`src/rtl/ps2_pkg.sv`:
```
// ps2_pkg: shared types and constants for the PS/2 Set-2 scan-code decoder.
//   ps2_dec_state_t : decoder FSM state encoding
//   PS2_*           : prefix bytes, modifier scan codes, Pause sequence length
package ps2_pkg;

  typedef enum logic [2:0] {
    IDLE    = 3'd0,
    EXT     = 3'd1,
    BRK     = 3'd2,
    EXT_BRK = 3'd3,
    PAUSE   = 3'd4
  } ps2_dec_state_t;

  localparam logic [7:0] PS2_EXT       = 8'hE0;
  localparam logic [7:0] PS2_BRK       = 8'hF0;
  localparam logic [7:0] PS2_PAUSE     = 8'hE1;
  localparam logic [7:0] PS2_LSHIFT    = 8'h12;
  localparam logic [7:0] PS2_RSHIFT    = 8'h59;
  localparam logic [7:0] PS2_CAPS      = 8'h58;
  localparam logic [3:0] PS2_PAUSE_LEN = 4'd7;

endpackage

```
`src/rtl/ps2_ascii_lut.sv`:
```
// ps2_ascii_lut: combinational Set-2 scan code to ASCII lookup.
//   code  in  8 : base scan code (prefixes already stripped)
//   upper in  1 : letter case select (shift XOR caps)
//   shift in  1 : selects shifted symbol for digits/punctuation
//   ascii out 8 : ASCII character, 0 when the code is unmapped
module ps2_ascii_lut
  import ps2_pkg::*;
(
  input  logic [7:0] code,
  input  logic       upper,
  input  logic       shift,
  output logic [7:0] ascii
);

  logic [7:0] plain_s;
  logic [7:0] shifted_s;
  logic       letter_s;

  // Base and shifted character per scan code; letters only need the lower-case form.
  always_comb begin
    plain_s   = 8'h00;
    shifted_s = 8'h00;
    case (code)
      8'h1C: plain_s = 8'h61;  8'h32: plain_s = 8'h62;  8'h21: plain_s = 8'h63;
      8'h23: plain_s = 8'h64;  8'h24: plain_s = 8'h65;  8'h2B: plain_s = 8'h66;
      8'h34: plain_s = 8'h67;  8'h33: plain_s = 8'h68;  8'h43: plain_s = 8'h69;
      8'h3B: plain_s = 8'h6A;  8'h42: plain_s = 8'h6B;  8'h4B: plain_s = 8'h6C;
      8'h3A: plain_s = 8'h6D;  8'h31: plain_s = 8'h6E;  8'h44: plain_s = 8'h6F;
      8'h4D: plain_s = 8'h70;  8'h15: plain_s = 8'h71;  8'h2D: plain_s = 8'h72;
      8'h1B: plain_s = 8'h73;  8'h2C: plain_s = 8'h74;  8'h3C: plain_s = 8'h75;
      8'h2A: plain_s = 8'h76;  8'h1D: plain_s = 8'h77;  8'h22: plain_s = 8'h78;
      8'h35: plain_s = 8'h79;  8'h1A: plain_s = 8'h7A;
      8'h16: begin plain_s = 8'h31; shifted_s = 8'h21; end
      8'h1E: begin plain_s = 8'h32; shifted_s = 8'h40; end
      8'h26: begin plain_s = 8'h33; shifted_s = 8'h23; end
      8'h25: begin plain_s = 8'h34; shifted_s = 8'h24; end
      8'h2E: begin plain_s = 8'h35; shifted_s = 8'h25; end
      8'h36: begin plain_s = 8'h36; shifted_s = 8'h5E; end
      8'h3D: begin plain_s = 8'h37; shifted_s = 8'h26; end
      8'h3E: begin plain_s = 8'h38; shifted_s = 8'h2A; end
      8'h46: begin plain_s = 8'h39; shifted_s = 8'h28; end
      8'h45: begin plain_s = 8'h30; shifted_s = 8'h29; end
      8'h4E: begin plain_s = 8'h2D; shifted_s = 8'h5F; end
      8'h55: begin plain_s = 8'h3D; shifted_s = 8'h2B; end
      8'h41: begin plain_s = 8'h2C; shifted_s = 8'h3C; end
      8'h49: begin plain_s = 8'h2E; shifted_s = 8'h3E; end
      8'h4A: begin plain_s = 8'h2F; shifted_s = 8'h3F; end
      8'h4C: begin plain_s = 8'h3B; shifted_s = 8'h3A; end
      8'h29: begin plain_s = 8'h20; shifted_s = 8'h20; end
      8'h5A: begin plain_s = 8'h0D; shifted_s = 8'h0D; end
      default: begin plain_s = 8'h00; shifted_s = 8'h00; end
    endcase
  end

  assign letter_s = (plain_s >= 8'h61) && (plain_s <= 8'h7A);

  // Letters follow shift^caps, everything else follows shift alone.
  always_comb begin
    if (letter_s) begin
      ascii = upper ? (plain_s - 8'h20) : plain_s;
    end else begin
      ascii = shift ? shifted_s : plain_s;
    end
  end

endmodule

```
`src/rtl/ps2_scan_decoder.sv`:
```
// ps2_scan_decoder: turns PS/2 Set-2 byte sequences into single key events.
//   clk, reset          : system clock, synchronous active-high reset
//   code_valid, code    : one-cycle strobe with a received scan-code byte
//   key_valid           : one-cycle strobe, event fields below are valid
//   key_code            : base scan code, prefixes stripped
//   key_extended        : event carried the E0 prefix
//   key_release         : break event
//   shift, caps         : modifier levels
//   ascii               : ASCII of the event (0 if none)
//   err                 : one-cycle protocol error strobe
// Build option: define PS2_ASCII_EN to enable the ASCII lookup; otherwise ascii is 0.
module ps2_scan_decoder
  import ps2_pkg::*;
#(
  parameter int DROP_REPEAT = 1
) (
  input  logic       clk,
  input  logic       reset,
  input  logic       code_valid,
  input  logic [7:0] code,
  output logic       key_valid,
  output logic [7:0] key_code,
  output logic       key_extended,
  output logic       key_release,
  output logic       shift,
  output logic       caps,
  output logic [7:0] ascii,
  output logic       err
);

  ps2_dec_state_t state_r, state_next_s;
  logic [2:0] pause_cnt_r, pause_cnt_next_s;
  logic       ev_s, ev_ext_s, ev_rel_s, err_s;
  logic [7:0] ev_code_s;
  logic [9:0] held_r, held_next_s;
  logic       held_hit_s, emit_s;
  logic       lshift_r, rshift_r, lshift_next_s, rshift_next_s;
  logic       shift_next_s, caps_next_s;
  logic [7:0] lut_ascii_s, ascii_next_s;
  logic       key_valid_r, key_ext_r, key_rel_r, shift_r, caps_r, err_r;
  logic [7:0] key_code_r, ascii_r;

  // FSM state and Pause byte counter.
  always_ff @(posedge clk) begin
    if (reset) begin
      state_r     <= IDLE;
      pause_cnt_r <= 3'd0;
    end else begin
      state_r     <= state_next_s;
      pause_cnt_r <= pause_cnt_next_s;
    end
  end

  // Next state plus the candidate event decoded from the current byte.
  always_comb begin
    state_next_s     = state_r;
    pause_cnt_next_s = pause_cnt_r;
    ev_s             = 1'b0;
    ev_ext_s         = 1'b0;
    ev_rel_s         = 1'b0;
    ev_code_s        = code;
    err_s            = 1'b0;
    if (code_valid) begin
      if ((code == 8'h00) || (code == 8'hFF)) begin
        err_s        = 1'b1;
        state_next_s = IDLE;
      end else begin
        case (state_r)
          IDLE: begin
            if (code == PS2_EXT) begin
              state_next_s = EXT;
            end else if (code == PS2_BRK) begin
              state_next_s = BRK;
            end else if (code == PS2_PAUSE) begin
              state_next_s     = PAUSE;
              pause_cnt_next_s = 3'd0;
            end else begin
              ev_s = 1'b1;
            end
          end
          EXT: begin
            if (code == PS2_BRK) begin
              state_next_s = EXT_BRK;
            end else if (code == PS2_EXT) begin
              state_next_s = EXT;
            end else begin
              ev_s         = 1'b1;
              ev_ext_s     = 1'b1;
              state_next_s = IDLE;
            end
          end
          BRK, EXT_BRK: begin
            if (code == PS2_BRK) begin
              state_next_s = state_r;
            end else if (code == PS2_EXT) begin
              err_s        = 1'b1;
              state_next_s = IDLE;
            end else begin
              ev_s         = 1'b1;
              ev_rel_s     = 1'b1;
              ev_ext_s     = (state_r == EXT_BRK);
              state_next_s = IDLE;
            end
          end
          PAUSE: begin
            // Trailing bytes are swallowed; the last one produces the Pause make.
            if ({1'b0, pause_cnt_r} == (PS2_PAUSE_LEN - 4'd1)) begin
              ev_s             = 1'b1;
              ev_code_s        = PS2_PAUSE;
              pause_cnt_next_s = 3'd0;
              state_next_s     = IDLE;
            end else begin
              pause_cnt_next_s = pause_cnt_r + 3'd1;
            end
          end
          default: state_next_s = IDLE;
        endcase
      end
    end else begin
      state_next_s = state_r;
    end
  end

  assign held_hit_s = (held_r == {1'b1, ev_ext_s, ev_code_s});

  // Repeat filter, held-key tracking and modifier updates.
  always_comb begin
    emit_s        = ev_s;
    held_next_s   = held_r;
    lshift_next_s = lshift_r;
    rshift_next_s = rshift_r;
    caps_next_s   = caps_r;
    if (DROP_REPEAT != 0) begin
      if (ev_s && !ev_rel_s && held_hit_s) begin
        emit_s = 1'b0;
      end else if (ev_s && !ev_rel_s) begin
        held_next_s = {1'b1, ev_ext_s, ev_code_s};
      end else if (ev_s && held_hit_s) begin
        held_next_s = 10'd0;
      end else begin
        held_next_s = held_r;
      end
    end else begin
      held_next_s = 10'd0;
    end
    // Extended 12 is the print-screen fake shift and is ignored here.
    if (emit_s && !ev_ext_s) begin
      if (ev_code_s == PS2_LSHIFT) begin
        lshift_next_s = !ev_rel_s;
      end else if (ev_code_s == PS2_RSHIFT) begin
        rshift_next_s = !ev_rel_s;
      end else if ((ev_code_s == PS2_CAPS) && !ev_rel_s) begin
        caps_next_s = !caps_r;
      end else begin
        caps_next_s = caps_r;
      end
    end else begin
      caps_next_s = caps_r;
    end
  end

  assign shift_next_s = lshift_next_s | rshift_next_s;

`ifdef PS2_ASCII_EN
  ps2_ascii_lut u_lut (
    .code  (ev_code_s),
    .upper (shift_next_s ^ caps_next_s),
    .shift (shift_next_s),
    .ascii (lut_ascii_s)
  );
`else
  assign lut_ascii_s = 8'h00;
`endif

  assign ascii_next_s = (ev_rel_s || ev_ext_s) ? 8'h00 : lut_ascii_s;

  // Registered event fields and modifier levels; fields hold between events.
  always_ff @(posedge clk) begin
    if (reset) begin
      key_valid_r <= 1'b0;
      key_code_r  <= 8'h00;
      key_ext_r   <= 1'b0;
      key_rel_r   <= 1'b0;
      ascii_r     <= 8'h00;
      err_r       <= 1'b0;
      held_r      <= 10'd0;
      lshift_r    <= 1'b0;
      rshift_r    <= 1'b0;
      shift_r     <= 1'b0;
      caps_r      <= 1'b0;
    end else begin
      key_valid_r <= emit_s;
      err_r       <= err_s;
      held_r      <= held_next_s;
      lshift_r    <= lshift_next_s;
      rshift_r    <= rshift_next_s;
      shift_r     <= shift_next_s;
      caps_r      <= caps_next_s;
      if (emit_s) begin
        key_code_r <= ev_code_s;
        key_ext_r  <= ev_ext_s;
        key_rel_r  <= ev_rel_s;
        ascii_r    <= ascii_next_s;
      end
    end
  end

  assign key_valid    = key_valid_r;
  assign key_code     = key_code_r;
  assign key_extended = key_ext_r;
  assign key_release  = key_rel_r;
  assign ascii        = ascii_r;
  assign shift        = shift_r;
  assign caps         = caps_r;
  assign err          = err_r;

endmodule

```
`config.mk`:
```
export PLATFORM = sky130hd
export DESIGN_NAME = ps2_scan_decoder
export DESIGN_NICKNAME = d
export VERILOG_FILES = /design/src/rtl/ps2_pkg.sv /design/src/rtl/ps2_ascii_lut.sv /design/src/rtl/ps2_scan_decoder.sv
export SDC_FILE = /design/constraint.sdc
export NUM_CORES = 1
export LEC_CHECK = 0
export ABC_CLOCK_PERIOD_IN_PS = 4300
export CORE_MARGIN = 2
export CORE_UTILIZATION = 25
export CTS_BUF_LIST = sky130_fd_sc_hd__clkbuf_8
export CTS_CLUSTER_DIAMETER = 40
export DETAILED_ROUTE_END_ITERATION = 10
export SLEW_MARGIN = 40
export SYNTH_ARGS = -nofsm -noshare
export SYNTH_HDL_FRONTEND = slang
export SYNTH_SLANG_ARGS = --single-unit
```
`constraint.sdc`:
```
create_clock -name clk -period 4.3 [get_ports clk]
set_clock_uncertainty 0.2 [all_clocks]
set_input_delay 0.86 -clock clk [delete_from_list [all_inputs] [get_ports clk]]
set_output_delay 0.86 -clock clk [all_outputs]
set_load 0.1 [all_outputs]
```
# Yosys cells after proc, flatten, opt, wreduce, memory -nomap -nowiden
# Cells that the tools add are included.
# op_classes
add_sub_neg	1
n_eq_ne	19
n_mux	47
bitwise_logic	6
n_reduce_logical	20
# ops
op	n
$eq 8x8->1 const B	4
$mux 8	4
$mux 3	10
$mux 1	26
$mux 10	2
$eq 8x7->1 const B	2
$pmux 3 s4	1
$eq 10x10->1	1
$eq 8x5->1 const B	1
$logic_not 8->1	1
$reduce_and 4->1	2
$eq 3x2->1 const B	2
$eq 3x3->1 const B	2
$ne 2x2->1 const B	3
$ne 3x3->1 const B	2
$pmux 3 s2	1
$reduce_and 6->1	1
$logic_and 1x1->1	5
$ne 5x5->1 const B	1
$not 1->1	5
$reduce_bool 2->1	2
$reduce_or 2->1	2
$add 3x1->3 const B	1
$eq 3x1->1 const B	1
other kinds (9)	11
# word_totals
register_bits	32
in_bits	11
out_inout_bits	22
word_cells	105

# Depth between registers and ports, before layout
# depth
word_depth	13
depth_mapped	9

# Worst setup path after synthesis
# OpenSTA, ideal clock, no wires.
# synth_path
path_kind	input port to flip-flop
start	input port code[0]
end	register held_r[8]
arrival_ps	2578
required_time_ps	3974
path_slack_ps	1396
stages	9
n_path_buf	2
path_cell_list	buf_6 nor4_4 nand2_2 and3_4 mux2_4 a31oi_4 nand2_4 buf_6 mux2i_1
# synth_between
elab_chain_len	11
word_cells_on_any_way	35
# synth_rtl
item	line	text
start, declared	ps2_scan_decoder.sv:20	input logic [7:0] code,
branches (longest 11 deep; another with $eq 10x10->1)	--	
end signal, assigned	ps2_scan_decoder.sv:194	held_r <= held_next_s;
end, declared	ps2_scan_decoder.sv:35	logic [9:0] held_r, held_next_s;
# Several ways; the timed one is not identified.
# A chain may end at the register's enable or synchronous reset.

# Worst setup path after layout
# layout_path
start	input port code[4]
end	register key_code_r[6], in the netlist key_code[6]
# layout_between
elab_chain_len	10
word_cells_on_any_way	31
# layout_rtl
item	line	text
branches (longest 10 deep; another with $eq 10x10->1)	--	
end signal, assigned	ps2_scan_decoder.sv:200	key_code_r <= ev_code_s;
end, declared	ps2_scan_decoder.sv:41	logic [7:0] key_code_r, ascii_r;
# Several ways; the timed one is not identified.

==> metrics.md <==
| Metric | Value |
|---|---|
| Gpl congestion | `0.813` |
| Worst-Margin Slew | `0.678 ns` |
| Clk sinks | `32` |
| CP Launch Type | `input port` |
| First-pass GRT wire length | `7590 µm` |
| Final slew viol count | `0` |
| CP top delay family | `simple AND/OR/NAND/NOR gates` |
| Via density | `4.84` |
| Commonest non-fill, non-tap cells in the layout | `dfxtp_1, nand2_1, mux2i_1, buf_2, a21oi_1` |
| Final Hold Viols | `0` |
| Crit Reg-Reg Endpoint | `held_r[6]$_SDFFE_PP0P_` |
| Synth Flop Type | `dfxtp_1` |
| Die Ht | `89.9 µm` |
| Fin util | `29.7%` |
| Cell variety after synth | `57` |
| Outcome | `finished clean` |
| FF-to-FF setup slack | `1.64 ns` |
| Period minus WS final | `3.46 ns` |
| CP max-delay cell | `clkdlybuf4s50_1` |
| Worst path cell trace | `clkdlybuf4s50_1 -> and4_1 -> a211oi_1 -> nor2_1 -> xor2_1 -> a31oi_4 -> nor2_4 -> mux2i_1` |
| Total CTS buffers | `5` |
| CP Launch Point | `code[4]` |
| Detailed Route Iter0 Violations | `87` |
| DRC Markers | `0` |
| H-Tree Depth | `2` |
| EDFF count, synth | `0` |
| Clock Root Buffer | `clkbuf_8` |
| Ys async rst share | `0%` |
| Pin count of the biggest net entering global routing | `21` |
| DP HPWL | `3260 µm` |
| Critical Path End Type | `flop` |
| Worst r2r src | `state_r[2]$_SDFFE_PP0P_` |
| Setup Fix Bufs, Post-CTS | `0` |
| Buffer and inverter count on the worst path | `1` |
| Vias after detailed routing | `1636` |
| Max-Cap Viols | `0` |
| Deepest clock path buffer count | `2` |
| CTS clk-pin slew, worst paths | `0.07 ns` |
| Pwr dens | `322 mW/mm²` |
| PostCTS Resize Cnt | `0` |
| Placed Area | `0.00206 mm²` |
| Drt wl/cell | `13.2 µm` |
| Initial antenna violation count | `0` |
| Hold WC Path Type | `flop to flop` |
| Antenna Nets Post-Route | `0` |
| Final Setup Violations | `0` |
| Layout cell share with drive strength beyond 1 | `14.6%` |
| CP Max Fanout | `12` |
| Yosys reg bits | `32` |
| Slew HR | `54.7%` |
| Rows | `31` |
| Worst path required time | `4.30 ns` |
| Worst Path Class, Setup | `input port to flop` |
| Syn Area/Cell | `8.49 µm²` |
| Initial DRT Pass Iterations | `4` |
| Register area share after synthesis | `34.8%` |
| TritonCTS clock tree | `yes` |
| Antenna diodes | `0` |
| Fmax | `0.289 GHz` |
| Initial core utilization | `25.5%` |
| Final wirelength | `4480 µm` |
| Vias in the first global route | `1614` |
| Worst path arrival time | `3.47 ns` |
| Hold path depth | `2` |
| Area delta synth->final | `16.1%` |
| Crit path largest cell delay | `0.63 ns` |
| Yosys warns | `0` |
| Insertion delay to the later sink of the worst-skew pair | `0.28 ns` |
| Gr usage total | `11.5%` |
| Post-route design area | `0.00214 mm²` |
| Die ar. | `0.00807 mm²` |
| Final layout net count | `250` |
| Die width | `89.9 µm` |
| Non-filler cells, final | `338` |
| Leakage power | `0.866 nW` |
| Hold buffers post-CTS | `0` |
| Hold slack | `0.262 ns` |
| RSZ-0062 raised after global routing | `false` |
| PortBufs | `24` |
| Io pins | `33` |
| Most common cell after layout, fill and taps aside | `dfxtp_1` |
| Hold Path Sink | `key_code[7]$_SDFFE_PP0P_` |
| DP Cell Count | `331` |
| Post-synthesis cell area | `0.00184 mm²` |
| Core area | `0.00721 mm²` |
| Cell count after synthesis | `217` |
| Worst hold start | `key_code[7]$_SDFFE_PP0P_` |
| Total grt overflow | `0` |
| Reg2reg path depth | `7` |
| Layout fillers | `823` |
| Peak VDD IR | `0.000193 V` |
| Period utilization | `80.5%` |
| Setup TNS | `0 ns` |
final cells by class:
class                   instances  area (µm²)  area share, %
repair buffers                 26         185           8.65
flip-flops and latches         32         641           29.9
clock buffers                   5        68.8           3.22
inverters                      10        37.5           1.75
multi-input cells             164        1070           50.2
clock inverters                 2        8.76          0.409
well taps                      99         124           5.79
how the worst max path moves through the flow:
stage	cells after the start	endpoint
2_1_floorplan	9	held_r[8]$_SDFFE_PP0P_
3_3_place_gp	8	key_code[4]$_SDFFE_PP0P_
3_5_place_dp	8	held_r[0]$_SDFFE_PP0P_
4_1_cts	8	key_code[2]$_SDFFE_PP0P_
5_1_grt	8	held_r[1]$_SDFFE_PP0P_
6_report	8	key_code[6]$_SDFFE_PP0P_
metal layers:
metal	up-vias	global-route usage, %	routed length, µm
met1	779	14.0	2080
met3	4	2.77	160
met5	-	0	0
met4	0	4.49	52
li1	817	-	-
met2	36	19.5	2190
Yosys cell counts (all sizes together) (3+ instances only):
library cell  instances  area (µm²)
inv                  10        37.5
nor4                  5        52.6
buf                  12        92.6
nand3b                4        30.0
a22oi                 3        22.5
and4                  3        26.3
nand2b                5        31.3
a21oi                12        60.1
nor3                  6        30.0
a31oi                 5        46.3
nor2                 12        52.6
nand3                 4        25.0
dfxtp                32         641
o21ai                 8        40.0
nand2                31         126
and3                  4        30.0
mux2i                17         170
clkbuf                6        23.8
a211oi                3        22.5
registers in the layout, indices dropped and copies added (netlist names):
signal        count
key_code          8
err               1
caps              1
lshift_r          1
key_valid         1
key_release       1
shift             1
held_r           10
rshift_r          1
key_extended      1
pause_cnt_r       3
state_r           3
worst min-delay path, cell delays in order, from the launching register on:
cell and delay, ns:
dfxtp_1 0.31, nand2_1 0.05, mux2i_1 0.05
logic make-up after synthesis:
group	count (synthesis)	synth area share (%)
AO/OA/AOI/OAI	47	17.9
XOR/XNOR	3	1.43
buffers and inverters	28	8.35
flip-flops	32	34.8
multiplexers	18	10.0
other	1	0.203
AND/OR/NAND/NOR	88	27.4
stage by stage:
| stage | power [mW] | worst slack [ns] |
|---|---|---|
| 2_1_floorplan | 0.451 | 1.40 |
| 6_report | 0.689 | 0.837 |
| 3_5_place_dp | 0.477 | 0.552 |
| 3_3_place_gp | 0.482 | 0.568 |
| 4_1_cts | 0.694 | 0.852 |
| 5_1_grt | 0.724 | 0.586 |
power by group:
part	switching [mW]	internal [mW]
Clock	0.111	0.108
Combinational	0.119	0.0354
Sequential	0.00793	0.308
Total	0.237	0.451
No activity file was read; power rests on OpenSTA's default activity.
